===== config.mk =====
export PLATFORM = sky130hd
export DESIGN_NAME = phase_acc_bank
export DESIGN_NICKNAME = d
export VERILOG_FILES = /design/src/rtl/phase_acc_bank.sv
export SDC_FILE = /design/constraint.sdc
export NUM_CORES = 1
export LEC_CHECK = 0
export BUFFER_PORTS_ARGS = -buffer_cell sky130_fd_sc_hd__buf_2
export CORE_UTILIZATION = 35
export CTS_CLUSTER_DIAMETER = 120
export DETAILED_ROUTE_END_ITERATION = 6
export GPL_TIMING_DRIVEN = 0
export PLACE_DENSITY = 0.55
export SLEW_MARGIN = 20
export SYNTH_ARGS = -nofsm -noshare
export SYNTH_HDL_FRONTEND = slang
export SYNTH_SLANG_ARGS = --single-unit

===== constraint.sdc =====
create_clock -name clk_i -period 3.74 [get_ports clk_i]
set_clock_uncertainty 0.15 [all_clocks]
set_input_delay 0.748 -clock clk_i [delete_from_list [all_inputs] [get_ports clk_i]]
set_output_delay 0.748 -clock clk_i [all_outputs]
set_load 0.005 [all_outputs]

===== src/rtl/phase_acc_bank.sv =====
// Bank of NUM_VOICES phase accumulators with ring hard-sync, per-voice test hold,
// one-clock wrap pulse and saturating wrap-period measurement in phase ticks.
module phase_acc_bank #(
    parameter int NUM_VOICES = 3,
    parameter int FREQ_W     = 16,
    parameter int ACC_W      = 24,
    parameter int PER_W      = 32
) (
    input  logic                        clk_i,
    input  logic                        rst_i,
    input  logic                        tick_i,
    input  logic [NUM_VOICES*FREQ_W-1:0] freq_i,
    input  logic [NUM_VOICES-1:0]        sync_en_i,
    input  logic [NUM_VOICES-1:0]        test_i,
    output logic [NUM_VOICES*ACC_W-1:0]  acc_o,
    output logic [NUM_VOICES-1:0]        msb_o,
    output logic [NUM_VOICES-1:0]        sync_src_o,
    output logic [NUM_VOICES-1:0]        wrap_o,
    output logic [NUM_VOICES*PER_W-1:0]  period_o
);

    logic [NUM_VOICES-1:0][ACC_W-1:0] acc_q, acc_d;
    logic [NUM_VOICES-1:0][PER_W-1:0] period_q, period_d;
    logic [NUM_VOICES-1:0][PER_W-1:0] cnt_q, cnt_d;
    logic [NUM_VOICES-1:0]            sync_src_q, sync_src_d;
    logic [NUM_VOICES-1:0]            wrap_q, wrap_d;

    logic [NUM_VOICES-1:0][ACC_W:0]   sum;
    logic [NUM_VOICES-1:0][PER_W-1:0] cnt_inc;

    for (genvar g = 0; g < NUM_VOICES; g++) begin : g_voice
        // Extra top bit of the sum is the accumulator carry-out.
        assign sum[g]     = {1'b0, acc_q[g]}
                          + {{(ACC_W + 1 - FREQ_W){1'b0}}, freq_i[g*FREQ_W +: FREQ_W]};
        assign cnt_inc[g] = (&cnt_q[g]) ? cnt_q[g] : cnt_q[g] + PER_W'(1);
        assign msb_o[g]   = acc_q[g][ACC_W-1];
    end

    always_comb begin
        // NOTE: every next-state signal gets its hold/default value first, so no path infers a latch.
        acc_d      = acc_q;
        period_d   = period_q;
        cnt_d      = cnt_q;
        sync_src_d = sync_src_q;
        wrap_d     = '0;
        if (tick_i) begin
            for (int i = 0; i < NUM_VOICES; i++) begin
                if (test_i[i]) begin
                    acc_d[i]      = '0;
                    sync_src_d[i] = 1'b0;
                    cnt_d[i]      = '0;
                end else if (sync_en_i[i] && sync_src_q[(i == 0) ? NUM_VOICES - 1 : i - 1]) begin
                    // Source flag is last tick's register, so the ring has no combinational loop.
                    acc_d[i]      = '0;
                    sync_src_d[i] = 1'b0;
                    cnt_d[i]      = cnt_inc[i];
                end else begin
                    acc_d[i]      = sum[i][ACC_W-1:0];
                    sync_src_d[i] = ~acc_q[i][ACC_W-1] & sum[i][ACC_W-1];
                    if (sum[i][ACC_W]) begin
                        wrap_d[i]   = 1'b1;
                        period_d[i] = cnt_inc[i];
                        cnt_d[i]    = '0;
                    end else begin
                        cnt_d[i]    = cnt_inc[i];
                    end
                end
            end
        end
    end

    always_ff @(posedge clk_i) begin
        if (rst_i) begin
            acc_q      <= '0;
            period_q   <= '0;
            cnt_q      <= '0;
            sync_src_q <= '0;
            wrap_q     <= '0;
        end else begin
            // NOTE: state registers use non-blocking assignment so all voices update from one snapshot.
            acc_q      <= acc_d;
            period_q   <= period_d;
            cnt_q      <= cnt_d;
            sync_src_q <= sync_src_d;
            wrap_q     <= wrap_d;
        end
    end

    assign acc_o      = acc_q;
    assign period_o   = period_q;
    assign sync_src_o = sync_src_q;
    assign wrap_o     = wrap_q;

endmodule

==> impl_metrics.toml, run 1 <==
[detailed_routing]
first_pass_iters = 5
routed_via_density = 5.29
routedWlPerCell_um = 17.3
route.detailed.drc = 0
vias = 13900
wirelength_um = 45300
ant_nets = 0
drtIter0Drc = 789

[setup_path]
endpoint_kind = "flop"
r2r-start = "acc_o[48]"
arrival_ps = 3750
rr_worst_depth = 13
path_class = "flop to flop"
crit_required_ps = 3990
reg2reg_slack_ps = 240
crit_fanout = 10
start_kind = "flop"
reg2reg_to = "period_o[64]"

[hold_path]
min_path_type = "flop to flop"
whs_path_depth = 2
min_to = "period_o[15]"
holdCritStartpoint = "period_o[15]"

[clock_tree]
cts_inserted_buffers = 34
ctsHtreeMaxLevel = 2
ctsHoldBuffers = 0
cts.path.max_buffers = 3
root_buffer = "clkbuf_16"
tritoncts = "yes"
numClockSinks = 270
worstSkewPairLatency_ps = 540
clk_pin_slew_worst_paths_ps = 60

[outcome]
status = "finished clean"

[cells_and_area]
most-common-layout-cells = "dfxtp_1 (270), buf_2 (256), nor2_1 (213)"
instances_no_fill = 2622
layout-area-overhead-vs-synth_pct = 20.4
postLayoutCoreUtil = 0.429
layout-drive-gt1-share = 0.169
layout.nets = 2181
layout_commonest_cell = "dfxtp_1"

[pwr]
p_total_mw = 6.85
combPwrFrac = 0.095
power.leakage_nw = 7.29
power.switching_mw = 1.75
power_frac_clock = 0.474
powerDensity_nw_per_um2 = 391
internal_power_mw = 5.11
p_sw_frac = 0.255
pwr-share-seq = 0.431
ir_worst_vdd_mv = 0.241

[global_routing]
grt_pass1_wl_um = 71000
antenna_found_initial = 5
grt_start_max_net_pins = 13
globalRouteTotalUtil = 0.213
grt_pass1_vias = 13200
gr-total-overflow = 0

[floorplanning]
die_y_um = 206
die_area_um2 = 42500
num_rows = 74
io_pins = 234
dieWidth_um = 206
start_util = 0.356
core_um2 = 40900

[place]
numPortBuffers = 233
gp_congestion = 0.907
dp.cells = 2562
hpwlAfterDp_um = 33900

[synthesis]
async_reset_ff_frac = 0
synth_seq_cells = 270
synth_nets = 1911
avgSynthCellArea_um2 = 8.11
yosysWarnings = 0
netlist_area_um2 = 14600
synth-seq-area-share = 0.371
synth-edff-count = 0
synthDistinctLibCells = 78
postSynthCellCount = 1797
synth_ff_type = "dfxtp_1"

[sta]
tightest_slew_ps = 1090
rsz0062_at_grt = "no"
timing.hold.ws_ps = 299
setup_viol = 0
relSlewSlack = 0.268
period_share = 0.936
fmax_mhz = 286
final_max_slew_viol_count = 0
setup_tns_ps = 0
hold_viol_final = 0
fin_crit_ps = 3500

[run]
maxCapViolations = 0
per-layer routing:
| metal | track usage | vias to the layer above | share of wire |
|---|---|---|---|
| met3 | 0.0517 | 76 | 0.072 |
| met5 | 0 | - | 0.00082 |
| li1 | - | 6997 | - |
| met1 | 0.279 | 6432 | 0.46 |
| met2 | 0.339 | 371 | 0.45 |
| met4 | 0.0704 | 6 | 0.025 |
repair_timing:
item                       4_1_cts  5_1_grt
setup buffers                    0        1
gates resized for setup          2       16
pin swaps                        0        1
setup endpoints to repair        1       90
cell type report:
class | instances | area, um2
fillers | 4247 | 23400
clock buffers | 49 | 1010
clock inverters | 8 | 76.3
flip-flops and latches | 270 | 5410
inverters | 41 | 154
diodes | 2 | 5.00
multi-input cells | 1389 | 8570
plain buffers | 97 | 475
repair buffers | 234 | 1190
well taps | 532 | 666
worst max path at each step:
stage	from	to	slack, ps
6_report	acc_o[48]	period_o[64]	240
5_1_grt	acc_o[24]	cnt_q[55]	20
4_1_cts	acc_o[24]	period_o[61]	60
3_5_place_dp	freq_i[0]	period_o[30]	-530
3_3_place_gp	freq_i[0]	period_o[30]	-540
2_1_floorplan	freq_i[32]	period_o[74]	390
synth_stat cells, drive strengths merged, types with 4 or more instances:
master / number / area share
xnor2: 84 / 0.050
xor2: 63 / 0.038
nor3: 19 / 0.0069
clkbuf: 59 / 0.015
or3: 42 / 0.018
o21a: 17 / 0.0088
a211o: 4 / 0.0024
a22o: 21 / 0.013
nand2b: 18 / 0.0077
a31oi: 42 / 0.018
o2111ai: 5 / 0.0030
o31ai: 7 / 0.0039
nor2b: 6 / 0.0026
a22oi: 20 / 0.010
nor2: 216 / 0.056
o22ai: 5 / 0.0021
a21oi: 130 / 0.045
nor4: 12 / 0.0056
a211oi: 77 / 0.040
mux2i: 6 / 0.0041
inv: 40 / 0.010
dfxtp: 270 / 0.37
and3: 33 / 0.014
ha: 54 / 0.046
and4: 16 / 0.0096
nand4: 38 / 0.016
a21o: 39 / 0.020
and2: 13 / 0.0057
o21bai: 8 / 0.0041
o21ai: 84 / 0.030
buf: 37 / 0.016
or2: 4 / 0.0017
nand2: 191 / 0.049
nand3: 77 / 0.026
state kept, by name, indices dropped and copies added, names as in the netlist:
name / cells
wrap_o: 3
period_o: 96
acc_o: 72
sync_src_o: 3
cnt_q: 96
power by group through the flow:
stage	registers, mW	clock network, mW	logic (mW)
6_report	2.95	3.25	0.652
5_1_grt	2.96	3.45	0.726
4_1_cts	2.95	3.34	0.652
3_5_place_dp	3.01	0	0.646
3_3_place_gp	3.01	0	0.642
2_1_floorplan	3.01	0	0.436
worst max-delay path: stages, from the launching register on:
cell and delay, ps:
dfxtp_1 380, ha_1 220, inv_1 70, fa_1 400
and2b_2 240, o31ai_1 110, a211oi_2 460, a21oi_4 130
nor2_2 230, and4_1 210, buf_2 210, buf_2 290
mux2i_1 220, nor2_1 50
cells by family after synthesis:
family / share of synthesized area
multiplexers: 0.00489
AND/OR/NAND/NOR: 0.225
XOR/XNOR: 0.0883
AO/OA/AOI/OAI: 0.218
adder cells (fa/ha/maj): 0.0505
buffers and inverters: 0.0427
flip-flops: 0.371
per-stage QoR:
step | instance area (um2) | worst slack (ps)
2_1_floorplan | 14600 | 394
3_3_place_gp | 16400 | -540
3_5_place_dp | 16400 | -528
4_1_cts | 17500 | 56.3
5_1_grt | 17500 | 15.3
6_report | 17500 | 238
Note: power is estimated with default switching activity, not from simulation.
==> inputs of run 2 (changes only) <==
Settings changed: CTS_CLUSTER_DIAMETER 120 to 50.
Clock period 3.74 ns to 3.7 ns, I/O delays scaled along.
==> run 2 against run 1 <==
Against the previous run:
- via count up 0.54%
- utilization rose by 0.64 points
- sequential power increased by 1%
- critical path type unchanged
- the run now ends with DRC left
- cell area grew 1.5%
- critical endpoint is now period_o[29]
- final cell count is 0.46% higher
- hold slack worse by 1.4 ps
- register-to-register slack gained 20 ps
==> impl_metrics.toml, run 2 (synthesized netlist as in run 1, its figures left out) <==
[global_routing]
grt_pass1_vias = 13200
antenna_found_initial = 5
grt_pass1_wl_um = 71300
grt_start_max_net_pins = 12
gr-total-overflow = 0
globalRouteTotalUtil = 0.213

[setup_path]
rr_worst_depth = 13
r2r-start = "acc_o[0]"
reg2reg_to = "period_o[29]"
crit_required_ps = 3970
start_kind = "flop"
crit_fanout = 10
path_common_cell = "clkbuf_1"
arrival_ps = 3710
max_stage_delay_ps = 420
crit_chain = "ha_1 -> inv_1 -> fa_1 -> nor2b_1 -> o31a_1 -> o2111ai_1 -> and4_1 -> clkbuf_1 -> or3_1 -> buf_2 -> clkbuf_1 -> nand2_1 -> a21oi_1"
endpoint_kind = "flop"
reg2reg_slack_ps = 260
crit_slowest_cell = "or3_1"
path_class = "flop to flop"

[clock_tree]
worstSkewPairLatency_ps = 550
tritoncts = "yes"
clk_pin_slew_worst_paths_ps = 60
numClockSinks = 270
cts_inserted_buffers = 41
cts.path.max_buffers = 3
root_buffer = "clkbuf_16"
ctsHtreeMaxLevel = 2

[cells_and_area]
layout_commonest_cell = "dfxtp_1"
postLayoutCoreUtil = 0.435
layout-drive-gt1-share = 0.175
layout-area-overhead-vs-synth_pct = 22.2
fillCellCount = 4221
layout.nets = 2188
most-common-layout-cells = "dfxtp_1 (270), buf_2 (256), nor2_1 (213)"
instances_no_fill = 2634

[floorplanning]
die_y_um = 206
io_pins = 234
dieWidth_um = 206
die_area_um2 = 42500
num_rows = 74
start_util = 0.356
core_um2 = 40900

[detailed_routing]
route.detailed.drc = 1
ant_nets = 0
wirelength_um = 45400
routed_via_density = 5.30
vias = 14000
first_pass_iters = 7
drtIter0Drc = 802
routedWlPerCell_um = 17.2

[hold_path]
holdCritStartpoint = "period_o[8]"
min_to = "period_o[8]"
whs_path_depth = 2
min_path_type = "flop to flop"

[sta]
tightest_slew_ps = 1080
final_max_slew_viol_count = 0
setup_viol = 0
period_share = 0.930
fmax_mhz = 291
setup_tns_ps = 0
rsz0062_at_grt = "no"
fin_crit_ps = 3440
relSlewSlack = 0.273
timing.hold.ws_ps = 298
hold_viol_final = 0

[outcome]
failed_checks = "DRC"
status = "finished, violations left"

[place]
gp_congestion = 0.907
numPortBuffers = 233
hpwlAfterDp_um = 33900
dp.cells = 2562

[run]
maxCapViolations = 0

[pwr]
ir_worst_vdd_mv = 0.320
p_total_mw = 7.52
powerDensity_nw_per_um2 = 422
power.leakage_nw = 7.40
[run 2: changes by cell type in the layout (fill, tap and decap cells not counted), moves of 2 or more]
cell,previous run,this run
clkinvlp_4,0,3
clkbuf_1,57,55
clkbuf_8,8,6
clkbuf_16,35,41
inv_6,1,5
bufinv_16,1,4
[run 2: area by class of cell]
| class | count | area, um2 | share of cell area |
|---|---|---|---|
| Timing Repair Buffer | 235 | 1190 | 0.0670 |
| Tap cell | 532 | 666 | 0.0374 |
| Buffer | 96 | 472 | 0.0265 |
| Clock inverter | 16 | 210 | 0.0118 |
| Clock buffer | 52 | 1130 | 0.0633 |
| Inverter | 41 | 154 | 0.00864 |
| Multi-Input combinational cell | 1389 | 8570 | 0.481 |
| Sequential cell | 270 | 5410 | 0.304 |
| Antenna cell | 3 | 7.51 | 0.000422 |
[run 2: critical path: cells and delay by family, from the launching register on]
kind	cells	cell delay (ps)
simple gates	4	970
buf+inv	4	760
fa+ha+maj	2	600
compound gates	3	460
flops	1	350
[run 2: how the worst max path moves through the flow]
stage	start	endpoint	cells past startpoint
floorplan	freq_i[32]	period_o[74]	13
global placement	freq_i[0]	period_o[30]	13
detailed placement	freq_i[0]	period_o[30]	13
CTS	acc_o[24]	period_o[61]	12
global route	acc_o[12]	period_o[30]	10
finish	acc_o[0]	period_o[29]	13
[run 2: stage by stage]
| stage | setup WS, ps | area [um2] |
|---|---|---|
| detailed placement | -560 | 16400 |
| global route | 33.7 | 17800 |
| floorplan | 362 | 14600 |
| finish | 259 | 17800 |
| CTS | 7.48 | 17700 |
| global placement | -572 | 16400 |
[run 2: where the power goes]
group / switching (mW) / internal, mW
clock network: 1.44 / 2.43
registers: 0.0376 / 2.95
logic: 0.404 / 0.257
[run 2: timing repair]
action,CTS,global route
gates resized for setup,2,17
endpoints found under the setup margin,9,104
buffers inserted,0,2
gates cloned,0,0
endpoints found under the hold margin,0,0
pin swaps,1,2
hold buffers,0,0
[run 2: layer usage]
| layer | routed length, um | part of all wire | track usage | up-vias |
|---|---|---|---|---|
| li1 | - | - | - | 7012 |
| met1 | 21000 | 0.46 | 0.278 | 6502 |
| met2 | 20200 | 0.44 | 0.338 | 345 |
| met3 | 2920 | 0.064 | 0.0511 | 92 |
| met4 | 1250 | 0.027 | 0.0830 | 6 |
| met5 | 37 | 0.00081 | 0 | - |
==> inputs of run 3 (changes only) <==
Settings changed: CORE_UTILIZATION 35 to 57, PLACE_DENSITY 0.55 to 0.8.
==> run 3 against run 2 <==
Against the previous run:
- the run now ends clean
- largest power group unchanged
- via count grew 3.0%
- power shrank 7.2%
- global-route usage grew 9.6 points
- first-iteration DRC count grew 17%
==> impl_metrics.toml, run 3 (synthesized netlist as in run 1, its figures left out) <==
[setup_path]
path_common_cell = "clkbuf_1"
crit_slowest_cell = "clkbuf_1"
crit_fanout = 10
crit_chain = "ha_1 -> inv_1 -> fa_1 -> nor2b_1 -> o31a_1 -> o2111ai_1 -> and4_1 -> clkbuf_1 -> nor3_2 -> clkbuf_1 -> nand2_1 -> a21oi_1"
endpoint_kind = "flop"
start_kind = "flop"
crit_required_ps = 3980
path_class = "flop to flop"
arrival_ps = 3790
worst-path-buf-inv = 3
max_stage_delay_ps = 460
critical-path-top-delay-family = "simple AND/OR/NAND/NOR gates"

[cells_and_area]
layout-area-overhead-vs-synth_pct = 19.1
fin_area_um2 = 17400
postLayoutCoreUtil = 0.691
layout_commonest_cell = "dfxtp_1"
fillCellCount = 2150
layout.nets = 2181
layout-drive-gt1-share = 0.171
instances_no_fill = 2427
most-common-layout-cells = "dfxtp_1 (270), buf_2 (256), nor2_1 (213)"

[floorplanning]
die_area_um2 = 26200
io_pins = 234
start_util = 0.580
dieWidth_um = 162
core_um2 = 25100
die_y_um = 162
num_rows = 58

[clock_tree]
ctsHoldBuffers = 0
ctsHtreeMaxLevel = 2
tritoncts = "yes"
cts_inserted_buffers = 34
root_buffer = "clkbuf_16"
clk_pin_slew_worst_paths_ps = 60
cts.path.max_buffers = 3
worstSkewPairLatency_ps = 510
numClockSinks = 270

[sta]
relSlewSlack = 0.327
hold_viol_final = 0
final_max_slew_viol_count = 0
timing.hold.ws_ps = 297
fin_crit_ps = 3510
period_share = 0.948
fmax_mhz = 285
setup_tns_ps = 0
timing.final.ws_setup_ps = 191
rsz0062_at_grt = "no"
setup_viol = 0
tightest_slew_ps = 1010

[global_routing]
grt_pass1_wl_um = 66000
gr-total-overflow = 0
antenna_found_initial = 6
grt_start_max_net_pins = 14
globalRouteTotalUtil = 0.310
grt_pass1_vias = 13300

[detailed_routing]
wirelength_um = 41600
routed_via_density = 5.92
drtIter0Drc = 938
route.detailed.drc = 0
ant_nets = 0
first_pass_iters = 7
routedWlPerCell_um = 17.1
vias = 14400

[pwr]
ir_worst_vdd_mv = 0.287
powerDensity_nw_per_um2 = 402
p_total_mw = 6.98
power.leakage_nw = 7.30

[hold_path]
min_path_type = "flop to flop"

[place]
placed_area_um2 = 16200
dp.cells = 2360
post-place-ws_ps = -434
numPortBuffers = 233
gp_congestion = 0.910
hpwlAfterDp_um = 30500

[run]
maxCapViolations = 0

[outcome]
status = "finished clean"
run 3: changes by cell type in the layout (fill, tap and decap cells not counted), sizes merged:
cell      previous run  this run
clkinvlp             3         2
bufinv               4         2
inv                 45        40
clkinv               5        13
clkbuf             110       104
diode                3         4
run 3: routing by layer:
metal	share of wire	GRT usage	vias to the layer above
met3	0.086	0.0743	96
met5	0.00077	0	-
met4	0.031	0.124	6
li1	-	-	7005
met2	0.46	0.508	552
met1	0.42	0.391	6716
run 3: power by group:
group / internal [mW] / total (mW) / leakage [nW] / switching, mW
clock network: 2.05 / 3.34 / 0.567 / 1.30
logic: 0.257 / 0.655 / 4.56 / 0.398
registers: 2.95 / 2.98 / 2.18 / 0.0374
total: 5.25 / 6.98 / 7.30 / 1.73
run 3: worst min-delay path, cell delays in order, from the launching register on:
cell	delay, ps
dfxtp_1	300
nand2_1	50
a21oi_1	50
run 3: what timing repair did:
item,CTS,global route
pin swaps,0,1
setup buffers,0,2
setup endpoints to repair,5,87
gates resized for setup,1,11
endpoints found under the hold margin,0,0
run 3: final timing paths:
check,slack [ps],endpoint,depth (start not counted),start
hold reg to reg,300,period_o[19],2,period_o[19]
setup reg to reg,190,period_o[30],12,acc_o[0]
setup / recovery,190,period_o[30],12,acc_o[0]
hold / removal,300,period_o[19],2,period_o[19]
run 3: area by class of cell:
| cell class | instances | area [um2] | area share |
|---|---|---|---|
| Multi-Input combinational cell | 1389 | 8560 | 0.493 |
| Sequential cell | 270 | 5410 | 0.312 |
| Timing Repair Buffer | 235 | 1190 | 0.0688 |
| Clock buffer | 46 | 1000 | 0.0576 |
| Buffer | 96 | 469 | 0.0270 |
| Tap cell | 330 | 413 | 0.0238 |
| Inverter | 41 | 154 | 0.00887 |
| Clock inverter | 16 | 150 | 0.00865 |
| Antenna cell | 4 | 10.0 | 0.000577 |
